[src/rtl/io_bus_arbiter_pkg.sv]
// io_arb_pkg: shared types, default parameter values and width helpers for the
// uio pin-bank arbiter.
//   arb_state_e     IDLE / OWN / TURN, 2-bit encoding
//   DEF_*           default parameter values used by the arbiter and rr_pick
//   ptr_w()         requester index width
//   hold_w()        hold counter width (MAX_HOLD=0 still gets one bit)
//   turn_w()        turnaround counter width
package io_arb_pkg;

  typedef enum logic [1:0] {
    IDLE = 2'd0,
    OWN  = 2'd1,
    TURN = 2'd2
  } arb_state_e;

  localparam int DEF_NUM_REQ     = 4;
  localparam int DEF_DATA_W      = 8;
  localparam int DEF_MAX_HOLD    = 8;
  localparam int DEF_TURN_CYCLES = 1;

  localparam logic [7:0] DEF_IDLE_OUT = 8'hFF;
  localparam logic [7:0] DEF_IDLE_OE  = 8'hFF;

  // Width of a requester index; never below one bit.
  function automatic int ptr_w(input int num_req);
    return (num_req < 2) ? 1 : $clog2(num_req);
  endfunction

  // Width of the hold counter, $clog2(MAX_HOLD+1) with a one-bit floor.
  function automatic int hold_w(input int max_hold);
    return (max_hold < 1) ? 1 : $clog2(max_hold + 1);
  endfunction

  // Width of the turnaround counter, $clog2(TURN_CYCLES+1) with a one-bit floor.
  function automatic int turn_w(input int turn_cycles);
    return (turn_cycles < 1) ? 1 : $clog2(turn_cycles + 1);
  endfunction

endpackage

[src/rtl/io_bus_arbiter_if.sv]
// io_bus_arbiter_if: requester-side and pin-side signals of the uio arbiter.
//   req       requests, one per requester (level-sensitive)
//   req_data  packed per-requester output data, requester i at [i*DATA_W +: DATA_W]
//   req_oe    packed per-requester output enables, same packing
//   grant     one-hot owner, zero outside OWN
//   bus_out   registered value for uio_out
//   bus_oe    registered value for uio_oe
//   busy      high while a requester owns the bus or the bus is turning around
// Modports: master = requester side, slave = arbiter side.
interface io_bus_arbiter_if #(
  parameter int NUM_REQ = 4,
  parameter int DATA_W  = 8
);

  logic [NUM_REQ-1:0]        req;
  logic [NUM_REQ*DATA_W-1:0] req_data;
  logic [NUM_REQ*DATA_W-1:0] req_oe;
  logic [NUM_REQ-1:0]        grant;
  logic [DATA_W-1:0]         bus_out;
  logic [DATA_W-1:0]         bus_oe;
  logic                      busy;

  modport master (
    output req, req_data, req_oe,
    input  grant, bus_out, bus_oe, busy
  );

  modport slave (
    input  req, req_data, req_oe,
    output grant, bus_out, bus_oe, busy
  );

endinterface

[src/rtl/io_bus_arbiter_rr_pick.sv]
// rr_pick: combinational round-robin selector.
//   req       request vector
//   ptr       highest-priority index for this round
//   pick_oh   one-hot winner (zero when no request)
//   pick_idx  index of the winner (zero when no request)
//   any       at least one request is set
// The winner is the first set request at or after ptr, wrapping modulo NUM_REQ.
module rr_pick
  import io_arb_pkg::*;
#(
  parameter int NUM_REQ = DEF_NUM_REQ,
  parameter int IDX_W   = ptr_w(DEF_NUM_REQ)
) (
  input  logic [NUM_REQ-1:0] req,
  input  logic [IDX_W-1:0]   ptr,
  output logic [NUM_REQ-1:0] pick_oh,
  output logic [IDX_W-1:0]   pick_idx,
  output logic               any
);

  logic [IDX_W-1:0] cand;

  // Scan from the farthest candidate back to ptr so the nearest hit is kept last.
  always_comb begin
    pick_oh  = '0;
    pick_idx = '0;
    cand     = '0;
    any      = |req;
    for (int k = NUM_REQ - 1; k >= 0; k--) begin
      cand = IDX_W'((int'(ptr) + k) % NUM_REQ);
      if (req[cand]) begin
        pick_idx = cand;
      end else begin
        pick_idx = pick_idx;
      end
    end
    if (any) begin
      pick_oh = NUM_REQ'(1'b1) << pick_idx;
    end else begin
      pick_oh = '0;
    end
  end

endmodule

[src/rtl/io_bus_arbiter.sv]
// io_bus_arbiter: shares the uio output pin bank between NUM_REQ requesters.
//   clk    clock
//   reset  synchronous, active-high reset
//   bus    io_bus_arbiter_if.slave: req/req_data/req_oe in, grant/bus_out/bus_oe/busy out
// Round-robin grants with a bounded hold while others wait, a TURN gap with all
// enables released between owners, and the idle pattern when nobody owns the bus.
// Every output is a flop whose next value is derived from the next state.
module io_bus_arbiter
  import io_arb_pkg::*;
#(
  parameter int              NUM_REQ     = DEF_NUM_REQ,
  parameter int              DATA_W      = DEF_DATA_W,
  parameter int              MAX_HOLD    = DEF_MAX_HOLD,
  parameter int              TURN_CYCLES = DEF_TURN_CYCLES,
  parameter logic [DATA_W-1:0] IDLE_OUT  = DEF_IDLE_OUT,
  parameter logic [DATA_W-1:0] IDLE_OE   = DEF_IDLE_OE
) (
  input logic               clk,
  input logic               reset,
  io_bus_arbiter_if.slave   bus
);

  localparam int IDX_W      = ptr_w(NUM_REQ);
  localparam int CNT_HOLD_W = hold_w(MAX_HOLD);
  localparam int CNT_TURN_W = turn_w(TURN_CYCLES);

  // hold_cnt saturates at the value that triggers a contended release, so a
  // contender arriving after expiry takes the bus on its first waiting cycle.
  localparam logic [CNT_HOLD_W-1:0] HOLD_SAT =
    (MAX_HOLD == 0) ? {CNT_HOLD_W{1'b1}} : CNT_HOLD_W'(MAX_HOLD - 1);
  localparam logic [CNT_TURN_W-1:0] TURN_LAST = CNT_TURN_W'(TURN_CYCLES - 1);
  localparam logic [IDX_W-1:0]      IDX_LAST  = IDX_W'(NUM_REQ - 1);

  arb_state_e             state_q, state_d;
  logic [IDX_W-1:0]       ptr_q, ptr_d;
  logic [IDX_W-1:0]       owner_q, owner_d;
  logic [CNT_HOLD_W-1:0]  hold_cnt_q, hold_cnt_d;
  logic [CNT_TURN_W-1:0]  turn_cnt_q, turn_cnt_d;
  logic [NUM_REQ-1:0]     grant_q, grant_d;
  logic [DATA_W-1:0]      bus_out_q, bus_out_d;
  logic [DATA_W-1:0]      bus_oe_q, bus_oe_d;
  logic                   busy_q, busy_d;

  logic [NUM_REQ-1:0]     pick_oh;
  logic [IDX_W-1:0]       pick_idx;
  logic                   pick_any;

  logic                   owner_req;
  logic [DATA_W-1:0]      owner_data;
  logic [DATA_W-1:0]      owner_oe;
  logic                   others_waiting;
  logic                   hold_expired;

  rr_pick #(
    .NUM_REQ (NUM_REQ),
    .IDX_W   (IDX_W)
  ) u_rr_pick (
    .req      (bus.req),
    .ptr      (ptr_q),
    .pick_oh  (pick_oh),
    .pick_idx (pick_idx),
    .any      (pick_any)
  );

  // Select the current owner's request, data and enables; non-owners never pass.
  always_comb begin
    owner_req  = 1'b0;
    owner_data = '0;
    owner_oe   = '0;
    for (int i = 0; i < NUM_REQ; i++) begin
      if (owner_q == IDX_W'(i)) begin
        owner_req  = bus.req[i];
        owner_data = bus.req_data[i*DATA_W +: DATA_W];
        owner_oe   = bus.req_oe[i*DATA_W +: DATA_W];
      end else begin
        owner_req  = owner_req;
        owner_data = owner_data;
        owner_oe   = owner_oe;
      end
    end
  end

  assign others_waiting = |(bus.req & ~grant_q);
  assign hold_expired   = (MAX_HOLD != 0) && (hold_cnt_q == HOLD_SAT);

  // Next-state, pointer, counters and grant.
  always_comb begin
    state_d    = state_q;
    ptr_d      = ptr_q;
    owner_d    = owner_q;
    hold_cnt_d = hold_cnt_q;
    turn_cnt_d = turn_cnt_q;
    grant_d    = grant_q;
    case (state_q)
      IDLE: begin
        if (pick_any) begin
          state_d    = OWN;
          owner_d    = pick_idx;
          grant_d    = pick_oh;
          hold_cnt_d = '0;
        end else begin
          grant_d    = '0;
        end
      end
      OWN: begin
        if (!owner_req || (hold_expired && others_waiting)) begin
          // Released owner gets lowest priority in the next arbitration.
          state_d    = TURN;
          ptr_d      = (owner_q == IDX_LAST) ? '0 : owner_q + IDX_W'(1);
          grant_d    = '0;
          turn_cnt_d = '0;
        end else if (hold_cnt_q != HOLD_SAT) begin
          hold_cnt_d = hold_cnt_q + CNT_HOLD_W'(1);
        end else begin
          hold_cnt_d = hold_cnt_q;
        end
      end
      TURN: begin
        grant_d = '0;
        if (turn_cnt_q == TURN_LAST) begin
          state_d    = IDLE;
          turn_cnt_d = '0;
        end else begin
          turn_cnt_d = turn_cnt_q + CNT_TURN_W'(1);
        end
      end
      default: begin
        state_d = IDLE;
        grant_d = '0;
      end
    endcase
  end

  // Pin values follow the state being entered; owner data only once already owning,
  // giving the one-cycle sample-to-pin latency.
  always_comb begin
    bus_out_d = IDLE_OUT;
    bus_oe_d  = IDLE_OE;
    case (state_d)
      OWN: begin
        if (state_q == OWN) begin
          bus_out_d = owner_data;
          bus_oe_d  = owner_oe;
        end else begin
          bus_out_d = IDLE_OUT;
          bus_oe_d  = IDLE_OE;
        end
      end
      TURN: begin
        bus_out_d = IDLE_OUT;
        bus_oe_d  = '0;
      end
      IDLE: begin
        bus_out_d = IDLE_OUT;
        bus_oe_d  = IDLE_OE;
      end
      default: begin
        bus_out_d = IDLE_OUT;
        bus_oe_d  = IDLE_OE;
      end
    endcase
    busy_d = (state_d != IDLE);
  end

  // State and output registers with synchronous reset.
  always_ff @(posedge clk) begin
    if (reset) begin
      state_q    <= IDLE;
      ptr_q      <= '0;
      owner_q    <= '0;
      hold_cnt_q <= '0;
      turn_cnt_q <= '0;
      grant_q    <= '0;
      bus_out_q  <= IDLE_OUT;
      bus_oe_q   <= IDLE_OE;
      busy_q     <= 1'b0;
    end else begin
      state_q    <= state_d;
      ptr_q      <= ptr_d;
      owner_q    <= owner_d;
      hold_cnt_q <= hold_cnt_d;
      turn_cnt_q <= turn_cnt_d;
      grant_q    <= grant_d;
      bus_out_q  <= bus_out_d;
      bus_oe_q   <= bus_oe_d;
      busy_q     <= busy_d;
    end
  end

  assign bus.grant   = grant_q;
  assign bus.bus_out = bus_out_q;
  assign bus.bus_oe  = bus_oe_q;
  assign bus.busy    = busy_q;

endmodule

[src/flat_wrapper.sv]
// flat-port wrapper written by rule: the top's interface ports become plain ports
module io_bus_arbiter_flat import io_arb_pkg::*;
#(
  parameter int              NUM_REQ     = DEF_NUM_REQ,
  parameter int              DATA_W      = DEF_DATA_W,
  parameter int              MAX_HOLD    = DEF_MAX_HOLD,
  parameter int              TURN_CYCLES = DEF_TURN_CYCLES,
  parameter logic [DATA_W-1:0] IDLE_OUT  = DEF_IDLE_OUT,
  parameter logic [DATA_W-1:0] IDLE_OE   = DEF_IDLE_OE
)
  (clk, reset, bus_req, bus_req_data, bus_req_oe, bus_grant, bus_bus_out, bus_bus_oe, bus_busy);
  io_bus_arbiter_if #(.NUM_REQ(NUM_REQ), .DATA_W(DATA_W)) bus_i ();
  input logic clk;
  input logic reset;
  input wire logic [$bits(bus_i.req)-1:0] bus_req;
  input wire logic [$bits(bus_i.req_data)-1:0] bus_req_data;
  input wire logic [$bits(bus_i.req_oe)-1:0] bus_req_oe;
  output wire logic [$bits(bus_i.grant)-1:0] bus_grant;
  output wire logic [$bits(bus_i.bus_out)-1:0] bus_bus_out;
  output wire logic [$bits(bus_i.bus_oe)-1:0] bus_bus_oe;
  output wire logic [$bits(bus_i.busy)-1:0] bus_busy;
  assign bus_i.req = bus_req;
  assign bus_i.req_data = bus_req_data;
  assign bus_i.req_oe = bus_req_oe;
  assign bus_grant = bus_i.grant;
  assign bus_bus_out = bus_i.bus_out;
  assign bus_bus_oe = bus_i.bus_oe;
  assign bus_busy = bus_i.busy;
  io_bus_arbiter #(.NUM_REQ(NUM_REQ), .DATA_W(DATA_W), .MAX_HOLD(MAX_HOLD), .TURN_CYCLES(TURN_CYCLES), .IDLE_OUT(IDLE_OUT), .IDLE_OE(IDLE_OE)) u_core (.clk(clk), .reset(reset), .bus(bus_i));
endmodule
[config.mk]
export PLATFORM = sky130hd
export DESIGN_NAME = io_bus_arbiter_flat
export DESIGN_NICKNAME = d
export VERILOG_FILES = /design/src/rtl/io_bus_arbiter_pkg.sv /design/src/rtl/io_bus_arbiter_if.sv /design/src/rtl/io_bus_arbiter_rr_pick.sv /design/src/rtl/io_bus_arbiter.sv /design/src/flat_wrapper.sv
export SDC_FILE = /design/constraint.sdc
export NUM_CORES = 1
export LEC_CHECK = 0
export ABC_AREA = 1
export BUFFER_PORTS_ARGS = -buffer_cell sky130_fd_sc_hd__buf_2
export CAP_MARGIN = 10
export CORE_MARGIN = 1
export CORE_UTILIZATION = 43
export CTS_CLUSTER_DIAMETER = 40
export DETAILED_ROUTE_END_ITERATION = 6
export GPL_ROUTABILITY_DRIVEN = 0
export PLACE_DENSITY = 0.78
export RECOVER_POWER = 100
export SLEW_MARGIN = 30
export SYNTH_ARGS = -nofsm -noshare
export SYNTH_HDL_FRONTEND = slang
export SYNTH_SLANG_ARGS = --single-unit
[constraint.sdc]
create_clock -name clk -period 2.19 [get_ports clk]
set_input_delay 0.1095 -clock clk [delete_from_list [all_inputs] [get_ports clk]]
set_output_delay 0.1095 -clock clk [all_outputs]
set_load 0.1 [all_outputs]
==> summary.md <==
| Metric | Value |
|---|---|
| Via count | `2272` |
| Met2 GRT Util | `38.5%` |
| H-Tree Level Count | `2` |
| Crit share post-route | `91.8%` |
| Synth async-reset ratio | `0%` |
| Max Root-Sink Buffers | `2` |
| Worst EP required | `around 2.4 ns` |
| Clk root buf | `clkbuf_8` |
| Vias in the first global route | `~2200` |
| Synth top area share | `between 30% and 40%` |
| Layout Skew | `around 0.0054 ns` |
| Worst Path Arrival | `2.18 ns` |
| Crit-path max FO | `8` |
| Sequential area share after synthesis | `between 30% and 40%` |
| Die height | `~70 µm` |
| Largest net degree at the start of global routing | `18` |
| Post-Syn Area | `approximately 0.002 mm²` |
| Post-synth top cells | `nand2_1 (67), nand3_1 (34), a21oi_1 (33), dfxtp_1 (31), o21ai_0 (18)` |
| #FFs+latches synth | `31` |
| RSZ-0062 raised after global routing | `false` |
| Post-CTS Hold Buffers | `0` |
| Global route overflow | `0` |
| Synth area leaders | `dfxtp_1 (31%), nand2_1 (13%), nand3_1 (8.5%)` |
| Area Overhead vs Synth | `29.4%` |
| Finished Core Util | `between 50 and 60%` |
| Final Instance Area | `between 0.002 and 0.003 mm²` |
| Synth Net Count | `364` |
| EDFF count, synth | `0` |
| Final setup violation count | `0` |
| DRT iter0 DRCs | `roughly 130` |
| Die Width | `approximately 70 µm` |
| ANT cells | `0` |
| Starting density of the core | `45.4%` |
| Gr usage total | `around a quarter` |
| Ys flop type | `dfxtp_1` |
| Layout cells sized above 1 | `around a third` |
| Initial antenna violation count | `0` |
| Final Net Count | `approximately 460` |
| Crit Path Category | `register to register` |
| CTS sink count | `31` |
| GR peak layer | `met2` |
| Row cnt | `24` |
| Slew margin rel. | `between 20% and 30%` |
| Setup crit start kind | `register` |
| Seq. cell area | `about 630 µm²` |
| CTS Buf Count | `5` |
| VDD IR max | `around 0.00070 V` |
| Avg Cell Area, Syn | `roughly 7.0 µm²` |
| Post-synth top area cell | `dfxtp_1` |
| Multi-input gate area | `between 0.001 and 0.0015 mm²` |
| Worst-path clk slew | `approximately 0.070 ns` |
| F_max | `between 0.4 and 0.5 GHz` |
| Area post-placement | `between 0.002 and 0.003 mm²` |
| Worst-Skew Late Latency | `approximately 0.28 ns` |
| Die footprint | `a little under 0.005 mm²` |
| Final Instance Count excl. Fillers | `about 430` |
| Via/cell ratio | `~5.3` |
| Synth Warn # | `0` |
| Final slew viol count | `0` |
| Met3 usage | `5.19%` |
| Port Buffers | `90` |
| Global-route wire length before repair | `9370 µm` |
| Crit path capture type | `register` |
| Max_cap viols | `0` |
| Number of remaining DRC errors | `0` |
| Setup TNS | `0 ns` |
| WL final | `5550 µm` |
| Worst hold path type | `primary input to register` |
| Length of the first detailed-routing pass in iterations | `4` |
| CTS tree | `done` |
| Final Hold Fails | `0` |
| DRT antenna net count | `0` |
| Leakage dissipation | `approximately 1.2 nW` |
| Netlist cell types | `30` |
| Most frequent cell after synthesis | `nand2_1` |
| Worst-margin pin slew | `between 1 and 1.5 ns` |
| Fillers | `about 440` |
| IO Pins | `between 90 and 100` |
| Status | `finished, final reports clean` |
| Met1 Resource Use GR | `~30%` |
| Post-Syn Instances | `between 200 and 300` |
| HPWL after DPL | `around 4200 µm` |
| Cell count after placement | `roughly 420` |
| Final min period | `roughly 2 ns` |
| DR WL/cell | `12.8 µm` |
| Power per cell area | `~1500 mW/mm²` |
| Core Area | `approximately 0.0044 mm²` |
| Final hold slack | `0.0321 ns` |
repair_timing:
item,in CTS,in global routing
gates resized for setup,0,2
setup buffers,0,0
setup endpoints to repair,0,10
path summary, 6_finish.rpt:
path                   startpoint                     to  slack (ns)  cells after the start
max             u_core.owner_q[0]   u_core.bus.bus_oe[6]        0.18                     13
min              bus_req_data[30]  u_core.bus.bus_out[6]        0.03                      3
max reg2reg     u_core.owner_q[0]   u_core.bus.bus_oe[6]        0.18                     13
min reg2reg  u_core.hold_cnt_q[1]   u_core.hold_cnt_q[1]        0.49                      2
report_power, final:
part	internal (W)	switching (W)
logic	0.000691	0.00185
registers	0.000727	0.000111
clock network	0.000322	0.000216
total	0.00174	0.00218
kinds of logic after synthesis:
logic type	after synthesis	synth area share, %
AND/OR/NAND/NOR	138	34.2
AO/OA/AOI/OAI	74	21.6
buffers and inverters	36	8.42
flip-flops	31	30.9
adder cells (fa/ha/maj)	7	4.37
XOR/XNOR	1	0.437
flip-flops by register name (all words and copies together) (netlist names):
| name | flops |
|---|---|
| u_core.bus.bus_oe | 8 |
| u_core.bus.bus_out | 8 |
| u_core.bus.grant | 4 |
| u_core.hold_cnt_q | 4 |
| u_core.owner_q | 2 |
| u_core.ptr_q | 2 |
| u_core.state_q | 2 |
| u_core.bus.busy | 1 |
metrics by stage:
step | worst slack [ns] | power [W]
floorplan | 0.0636 | 0.00293
global route | 0.0158 | 0.00422
finish | 0.179 | 0.00392
detailed placement | 0.0912 | 0.00343
global placement | 0.187 | 0.00338
CTS | 0.0822 | 0.00398
cell usage in the layout, fill, tap and decap left out, types with 3 or more instances in the layout:
cell type   n
o211ai_1    9
dfxtp_1    27
nand4_1     3
clkbuf_8    6
inv_2       5
a21oi_1    33
buf_4       8
nand2_1    68
nor2_2      4
nand2_2     8
dfxtp_4     3
nand3_1    35
o21ai_1     3
ha_1        7
o21ai_2     3
buf_2      69
a21oi_2     5
nor2_1      9
o21ai_0    20
inv_1      15
nand3_2     4
clkbuf_1   22
cell type report:
class                      count  share of cell area [%]
clock buffer                   7                    4.14
inverter                      22                    3.37
sequential                    31                    24.4
multi-input combinational    220                    46.6
tap                           52                    2.51
timing repair buffer          99                    18.8
clock inverter                 1                   0.193
worst max-delay path: stages, from the launching register on:
cell	delay, ns
dfxtp_1	0.37
inv_1	0.09
ha_1	0.27
inv_2	0.08
o211ai_1	0.10
nand2_2	0.09
nand3_4	0.10
nor2_4	0.11
nor2_2	0.05
ha_1	0.27
inv_1	0.03
nor2_1	0.10
buf_4	0.17
nand2_1	0.06
layer usage:
layer  up-vias  part of all wire (%)
li1       1154                     -
met1      1030                    44
met2        84                    49
met3         4                   6.2
met4         0                  0.83
met5         -                     0
Power figures use the tool's default switching activity.
